[config.mk]
export PLATFORM = sky130hd
export DESIGN_NAME = keypad_scanner
export DESIGN_NICKNAME = d
export VERILOG_FILES = /design/src/rtl/keypad_scanner.sv
export SDC_FILE = /design/constraint.sdc
export NUM_CORES = 1
export LEC_CHECK = 0
export CAP_MARGIN = 20
export CORE_AREA = 5 5 67 69
export DETAILED_ROUTE_END_ITERATION = 6
export DIE_AREA = 0 0 72 74
export HOLD_SLACK_MARGIN = 0.15
export PLACE_DENSITY = 0.79
export SETUP_SLACK_MARGIN = 0.5
export SLEW_MARGIN = 10
export SYNTH_ARGS = -nofsm -noshare
export SYNTH_HDL_FRONTEND = slang
export SYNTH_SLANG_ARGS = --single-unit
[constraint.sdc]
create_clock -name clk -period 4.5 [get_ports clk]
set_clock_uncertainty 0.15 [all_clocks]
set_input_delay 0.9 -clock clk [delete_from_list [all_inputs] [get_ports clk]]
set_output_delay 0.9 -clock clk [all_outputs]
set_load 0.1 [all_outputs]
[src/rtl/keypad_scanner.sv]
// keypad_scanner: 4x4 matrix keypad scanner with frame-based debounce.
//   clk       - system clock, rising edge
//   rst       - asynchronous reset, active-low
//   rows[3:0] - keypad row lines, active-high, externally pulled down
//   cols[3:0] - one-hot column drive, active-high
//   key_code  - code of last accepted key (col_index*4 + row_index)
//   key_valid - one-clock pulse per accepted press
//   key_held  - high while the accepted key is considered down
module keypad_scanner #(
    parameter int SCAN_CYCLES    = 1000,
    parameter int DEBOUNCE_SCANS = 4
) (
    input  logic       clk,
    input  logic       rst,
    input  logic [3:0] rows,
    output logic [3:0] cols,
    output logic [3:0] key_code,
    output logic       key_valid,
    output logic       key_held
);
    localparam int SW = $clog2(SCAN_CYCLES);
    localparam logic [SW-1:0] SLOT_LAST = SW'(SCAN_CYCLES - 1);
    localparam logic [3:0] DB = 4'(DEBOUNCE_SCANS);

    typedef enum logic [1:0] {IDLE, PRESS_WAIT, HELD, REL_WAIT} state_t;

    state_t        state_q, state_d;
    logic [3:0]    sync1_q, sync2_q;
    logic [SW-1:0] slot_q, slot_d;
    logic [1:0]    col_q, col_d;
    logic [1:0]    acc_n_q, acc_n_d;
    logic [3:0]    acc_code_q, acc_code_d;
    logic [3:0]    cand_q, cand_d;
    logic [3:0]    cnt_q, cnt_d;
    logic [3:0]    code_q, code_d;
    logic          valid_q, valid_d;

    logic          slot_end, frame_end;
    logic [2:0]    pop, tot;
    logic [1:0]    row_idx, n_new;
    logic [3:0]    code_new, cnt_inc;

    always_comb begin
        slot_end = slot_q == SLOT_LAST;
        frame_end = slot_end && col_q == 2'd3;
        slot_d = slot_end ? '0 : slot_q + 1'b1;
        col_d = slot_end ? col_q + 2'd1 : col_q;
        pop = {2'b0, sync2_q[0]} + {2'b0, sync2_q[1]} + {2'b0, sync2_q[2]} + {2'b0, sync2_q[3]};
        row_idx = sync2_q[1] ? 2'd1 : sync2_q[2] ? 2'd2 : sync2_q[3] ? 2'd3 : 2'd0;
        // Row-bit tally across the frame saturates at 2, which already means MULTI.
        tot = {1'b0, acc_n_q} + pop;
        n_new = tot >= 3'd2 ? 2'd2 : tot[1:0];
        code_new = (acc_n_q == 2'd0 && pop == 3'd1) ? {col_q, row_idx} : acc_code_q;
        acc_n_d = slot_end ? (frame_end ? 2'd0 : n_new) : acc_n_q;
        acc_code_d = slot_end ? (frame_end ? 4'd0 : code_new) : acc_code_q;
        cnt_inc = cnt_q >= DB ? cnt_q : cnt_q + 4'd1;
        state_d = state_q;
        cnt_d = cnt_q;
        cand_d = cand_q;
        code_d = code_q;
        valid_d = 1'b0;
        if (frame_end) begin
            case (state_q)
                IDLE: if (n_new == 2'd1) begin
                    cand_d = code_new;
                    cnt_d = 4'd1;
                    state_d = PRESS_WAIT;
                end
                PRESS_WAIT: if (n_new != 2'd1) begin
                    cnt_d = 4'd0;
                    state_d = IDLE;
                end else if (code_new != cand_q) begin
                    cand_d = code_new;
                    cnt_d = 4'd1;
                end else begin
                    cnt_d = cnt_inc;
                    if (cnt_inc == DB) begin
                        state_d = HELD;
                        code_d = cand_q;
                        valid_d = 1'b1;
                    end
                end
                HELD: if (n_new == 2'd0) begin
                    cnt_d = 4'd1;
                    state_d = REL_WAIT;
                end
                REL_WAIT: if (n_new != 2'd0) begin
                    cnt_d = 4'd0;
                    state_d = HELD;
                end else begin
                    cnt_d = cnt_inc;
                    if (cnt_inc == DB) state_d = IDLE;
                end
                default: state_d = IDLE;
            endcase
        end
    end

    always_ff @(posedge clk or negedge rst) begin
        if (!rst) begin
            state_q <= IDLE;
            sync1_q <= '0;
            sync2_q <= '0;
            slot_q <= '0;
            col_q <= '0;
            acc_n_q <= '0;
            acc_code_q <= '0;
            cand_q <= '0;
            cnt_q <= '0;
            code_q <= '0;
            valid_q <= 1'b0;
        end else begin
            state_q <= state_d;
            sync1_q <= rows;
            sync2_q <= sync1_q;
            slot_q <= slot_d;
            col_q <= col_d;
            acc_n_q <= acc_n_d;
            acc_code_q <= acc_code_d;
            cand_q <= cand_d;
            cnt_q <= cnt_d;
            code_q <= code_d;
            valid_q <= valid_d;
        end
    end

    assign cols = 4'b0001 << col_q;
    assign key_code = code_q;
    assign key_valid = valid_q;
    assign key_held = state_q == HELD || state_q == REL_WAIT;
endmodule

==> Word level (Yosys, flattened, before mapping) <==
Cells that the tools add are included.
{ "totals": {"elab_cells": 84, "in_bits": 6, "output_inout_bits": 10, "reg_bits": 41} }
{ "op_classes": {"n_mux": 32, "bitwise": 2, "shifts": 1, "n_eq_ne": 17, "addsub": 7, "reduce_logical": 12, "n_lt_le_gt_ge": 2} }
{ "op_table": {"columns": ["cell", "n"], "rows": [
  ["$mux W4", 11],
  ["$mux W2", 12],
  ["$pmux W4 S4", 1],
  ["$add A10 B1 Y10 const B", 1],
  ["$eq A10 B10 Y1 const B", 1],
  ["$mux W10", 1],
  ["$reduce_and A5 Y1", 2],
  ["$ne A3 B3 Y1 const B", 3],
  ["$ne A2 B2 Y1 const B", 4],
  ["$pmux W2 S4", 1],
  ["$pmux W4 S2", 1],
  ["$eq A2 B2 Y1 const B", 3],
  ["$logic_not A2 Y1", 3],
  ["$reduce_and A6 Y1", 1],
  ["$mux W1", 5],
  ["$add A4 B1 Y4 const B", 1],
  ["$eq A2 B1 Y1 const B", 2],
  ["$eq A4 B3 Y1 const B", 1],
  ["$ge A4 B3 Y1 const B", 1],
  ["$ne A4 B4 Y1", 1],
  ["$reduce_bool A2 Y1", 2],
  ["$shl A1 B2 Y4 const A", 1],
  ["$add A2 B1 Y3", 1],
  ["$add A2 B3 Y3", 1],
  ["10 further kinds", 12]
]} }

==> Depth between registers and ports, before layout <==
{ "logic_depth": {"word_depth": 11, "depth_mapped": 10, "mapped_depth_nobuf": 10} }

==> Least setup slack after synthesis <==
No wires, ideal clock.
{ "synth_path": {"path_kind": "register to register", "startpoint": "register sync2_q[1]", "endpoint": "register code_q[0] (netlist: key_code[0])", "setup_time_ns": 0.125, "stages_incl_launch_ff": 11, "n_path_buf": 0, "slack_ns": 0.963, "t_required_ns": 4.225, "synth_period_minus_slack_ns": 3.537, "arrival_time_ns": 3.262, "path_cell_list": "dfrtp_1 fa_1 ha_1 ha_1 fa_1 xor2_1 nor2_1 nand3_1 a211oi_1 and2_0 mux2_2"} }
{ "synth_between": {"elab_chain_len": 9, "word_cells_on_any_way": 15, "cone_classes": "add/sub (4); order compare (1); eq/ne (3); mux (3); bitwise (2); reduce/logical (2)"} }
{ "synth_lines": {"columns": ["element", "line", "text"], "rows": [
  ["start, declared", "28", "logic [3:0] sync1_q, sync2_q;"],
  ["start signal, assigned", "115", "sync2_q <= sync1_q;"],
  ["$add A1 B1 Y2", "48", "pop = {2'b0, sync2_q[0]} + {2'b0, sync2_q[1]} + {2'b0, sync2_q[2]} + {2'b0, sync2_q[3]};"],
  ["$add A2 B1 Y3", "48", null],
  ["$add A3 B1 Y3", "48", null],
  ["$add A2 B3 Y3 / $eq A3 B1 Y1 (equally long branches)", "51, 53", null],
  ["$ge A3 B2 Y1 / $logic_and A1 B1 Y1 (equally long branches)", "52, 53", null],
  ["$mux W2 / $mux W4 (equally long branches)", "52, 53", null],
  ["$ne A2 B1 Y1 / $ne A4 B4 Y1 (equally long branches)", "69, 72", null],
  ["$not A1 Y1 (no source line)", null, null],
  ["$reduce_and A5 Y1 (no source line) *", null, null],
  ["end signal, assigned", "122", "code_q <= code_d;"],
  ["end, declared", "35", "logic [3:0] code_q, code_d;"]
]} }
Every way passes the cells marked *; elsewhere a longest branch is shown, timed or not.
A chain may end at the register's enable or synchronous reset.

==> Worst setup path after layout <==
{ "layout_path": {"startpoint": "register sync2_q[1]", "endpoint": "register code_q[3] (netlist: key_code[3])"} }
Same word-level chain as after synthesis.

==> results.tsv <==
stage	metric	value	unit
worst_setup_path	regToRegSetupSlack	0.80	ns
worst_setup_path	crit_type	flop to flop	
die	num_rows	23	
status	outcome	finished clean	
detailed_routing	firstDrtPassIters	4	
worst_setup_path	setup.worst_path.start_class	flop	
die	die_h	74	µm
pwr	total_leakage_power	1.05	nW
global_route	antenna_found_initial	0	
sta	maxSlewHeadroom	0.344	
detailed_routing	wirelength	3.70	mm
sta	fin_tns_setup	0	ns
detailed_routing	top_layer	met4	
sta	tightest_slew	0.981	ns
synthesis	synth_edf_count	0	
clocking	clk_latency	0.29	ns
worst_setup_path	crit_path_max_fanout	6	
detailed_routing	wl_met2	1.70	mm
synthesis	yosys-top-cells-area	dfrtp_1, ha_1, o21ai_0	
sta	setup_violations	0	
detailed_routing	vias_per_cell	5.63	
sta	rsz0062_at_grt	false	
detailed_routing	drc	0	
place	globalplace.congestion	0.900	
pwr	power_density	286	nW/µm²
sta	period_minus_slack	3.70	ns
detailed_routing	wl_met3	166	µm
clocking	cts_tree	yes	
flow_run	drv_cap	0	
synthesis	async_reset_ff_frac	1.00	
detailed_routing	ant_nets	0	
die	fp.dieW	72	µm
layout	final_nets	232	
synthesis	syn-num-nets	211	
place	port-buffer-count	15	
place	hpwl	2.73	mm
die	pin_count	16	
synthesis	yosys.area.top_type	dfrtp_1	
detailed_routing	wl_per_cell	13.9	µm
global_route	grt_overflow_total	0	
die	die_area	5330	µm²
pwr	irDropWorstVdd	212	µV
worst_setup_path	critical_path.cell_chain	fa_1 -> ha_1 -> ha_1 -> fa_1 -> xor2_1 -> nor2_2 -> nand3_1 -> a211oi_1 -> and2_0 -> mux2_2	
detailed_routing	wl_met1	1.79	mm
synthesis	yosys_warnings	0	
synthesis	ys_ff_latch	41	
global_route	grt_pass1_wl	6.80	mm
global_route	grt_max_degree	42	
detailed_routing	vias	1498	
pwr	combPwrFrac	0.110	
pwr	p_switching	0.000175	W
pwr	p_int	0.000508	W
die	start_util	0.542	
clocking	cts-root-buf	clkbuf_8	
worst_setup_path	slowest_delay	0.46	ns
synthesis	ys.flop_type	dfrtp_1	
clocking	cts.sinks	41	
synthesis	yosysSeqAreaShare	0.491	
synthesis	synth_cells	194	
sta	max_clock_freq	0.270	GHz
pwr	swShare	0.257	
sta	post-route-period-util	0.823	
global_route	grt.total_usage	0.162	
sta	fin_ws	0.798	ns
clocking	path_clk_slew	0.08	ns
worst_setup_path	critPathCaptureType	flop	
clocking	numCtsBuffers	5	
clocking	cts_hold_buf	0	
clocking	post_cts_buffers	0	
worst_setup_path	worst_ep_required_time	4.53	ns
layout	final_layout_size_suffix_gt1_frac	0.111	
place	pre_cts_ws	0.657	ns
global_route	first_global_vias	1522	
synthesis	synth.distinct_cells	44	
layout	syn_to_final_growth	14.4	%
worst_setup_path	cp.arrival	3.73	ns
synthesis	syn_area_per_cell	10.8	µm²
min_path	hold_path_class	flop to flop	
synthesis	synth_area	2090	µm²
sta	hold_violations	0	
clocking	cts_buffer_depth	2	
pwr	sequentialPowerShare	0.547	
clocking	h-tree-depth	2	
synthesis	yosys.area.top_type_share	0.491	
detailed_routing	drtIter0Drc	67	
sta	hold_slack	0.202	ns
layout	insertedDiodeCount	0	
sta	drv_slew	0	
worst_setup_path	cpMaxStageDelayCell	fa_1	
clocking	ctsResizeCount	0	
pwr	clockPowerShare	0.344	
die	core-area	3860	µm²
-- metal layers --
| metal | up-vias | GRT usage |
|---|---|---|
| met5 | - | 0 |
| met4 | 0 | 0.0501 |
| met3 | 6 | 0.0351 |
| met2 | 30 | 0.265 |
| met1 | 729 | 0.217 |
| li1 | 733 | - |
-- flip-flops by register name (all words and copies together), names as in the netlist --
signal,count
key_code,4
key_valid,1
acc_n_q,2
cnt_q,4
sync1_q,4
col_q,2
sync2_q,4
cand_q,4
acc_code_q,4
state_q,2
slot_q,10
-- cells in the mapped netlist, types with 2 or more instances --
| master | instances |
|---|---|
| dfrtp_1 | 41 |
| nand2_1 | 19 |
| o21ai_0 | 16 |
| inv_1 | 13 |
| nor2_1 | 13 |
| ha_1 | 9 |
| a21oi_1 | 7 |
| nand3_1 | 7 |
| xor2_1 | 7 |
| and3_1 | 6 |
| mux2_2 | 5 |
| xnor2_1 | 5 |
| o211ai_1 | 4 |
| clkbuf_1 | 3 |
| a31oi_1 | 2 |
| a41oi_1 | 2 |
| fa_1 | 2 |
| mux2_1 | 2 |
| mux2i_1 | 2 |
| nand2b_1 | 2 |
| nor2b_1 | 2 |
| nor3b_1 | 2 |
| o31ai_1 | 2 |
-- cells by family after synthesis --
kind of cell | share of synthesized area
fa+ha+maj | 0.0730
flops | 0.491
xor+xnor | 0.0503
compound gates | 0.157
mux | 0.0473
simple gates | 0.153
buf+inv | 0.0287
-- power by group through the flow --
stage / clock network (W) / registers [W] / logic, W
2_1_floorplan: 0 / 0.000381 / 0.0000532
3_3_place_gp: 0 / 0.000381 / 0.0000731
3_5_place_dp: 0 / 0.000381 / 0.0000744
4_1_cts: 0.000240 / 0.000374 / 0.0000744
5_1_grt: 0.000254 / 0.000374 / 0.0000855
6_report: 0.000235 / 0.000373 / 0.0000749
-- per-stage QoR --
stage / std cells / util / power (W) / area [µm²]
floorplan: 194 / - / 0.000434 / 2090
global placement: 258 / 0.597 / 0.000454 / 2300
detailed placement: 258 / 0.597 / 0.000455 / 2300
CTS: 266 / 0.619 / 0.000688 / 2390
global route: 266 / 0.620 / 0.000714 / 2390
finish: 266 / 0.620 / 0.000683 / 2390
-- area by class of cell --
cell class	instances	area [µm²]
fillers	337	1470
inverters	13	48.8
flip-flops and latches	41	1030
well taps	50	62.6
clock inverters	3	17.5
repair buffers	17	160
multi-input cells	137	1010
clock buffers	5	68.8
-- critical path: cells and delay by family (launching register included) --
family,cells,cell delay (ns)
adders and majority gates,4,1.41
and+or+nand+nor,3,0.71
DFF,1,0.41
muxes,1,0.37
AOI/OAI and AO/OA,1,0.36
xor gates and xnor gates,1,0.19
-- path summary, 6_finish.rpt --
kind	depth (start not counted)	startpoint	to
worst min register to register	0	sync1_q[0]	sync2_q[0]
worst max-delay path	10	sync2_q[1]	key_code[3]
worst max register to register	10	sync2_q[1]	key_code[3]
min in group asynchronous	1	rst	col_q[1]
worst min-delay path	0	sync1_q[0]	sync2_q[0]
max in group asynchronous	1	rst	cnt_q[2]
-- cells in the final DEF (no fill, tap or decap), types with 2 or more instances in the layout --
cell type        instances
a21oi_1                  7
a31oi_1                  2
a41oi_1                  2
and3_1                   6
buf_4                    2
clkbuf_8                 5
clkdlybuf4s50_1         14
clkinv_2                 2
dfrtp_1                 41
fa_1                     2
ha_1                     9
inv_1                   13
mux2_1                   2
mux2_2                   5
mux2i_1                  2
nand2_1                 19
nand2b_1                 2
nand3_1                  7
nor2_1                  12
nor2b_1                  2
nor3b_1                  2
o211ai_1                 4
o21ai_0                 16
o31ai_1                  2
xnor2_1                  5
xor2_1                   7
(Power assumes the default switching activity.)
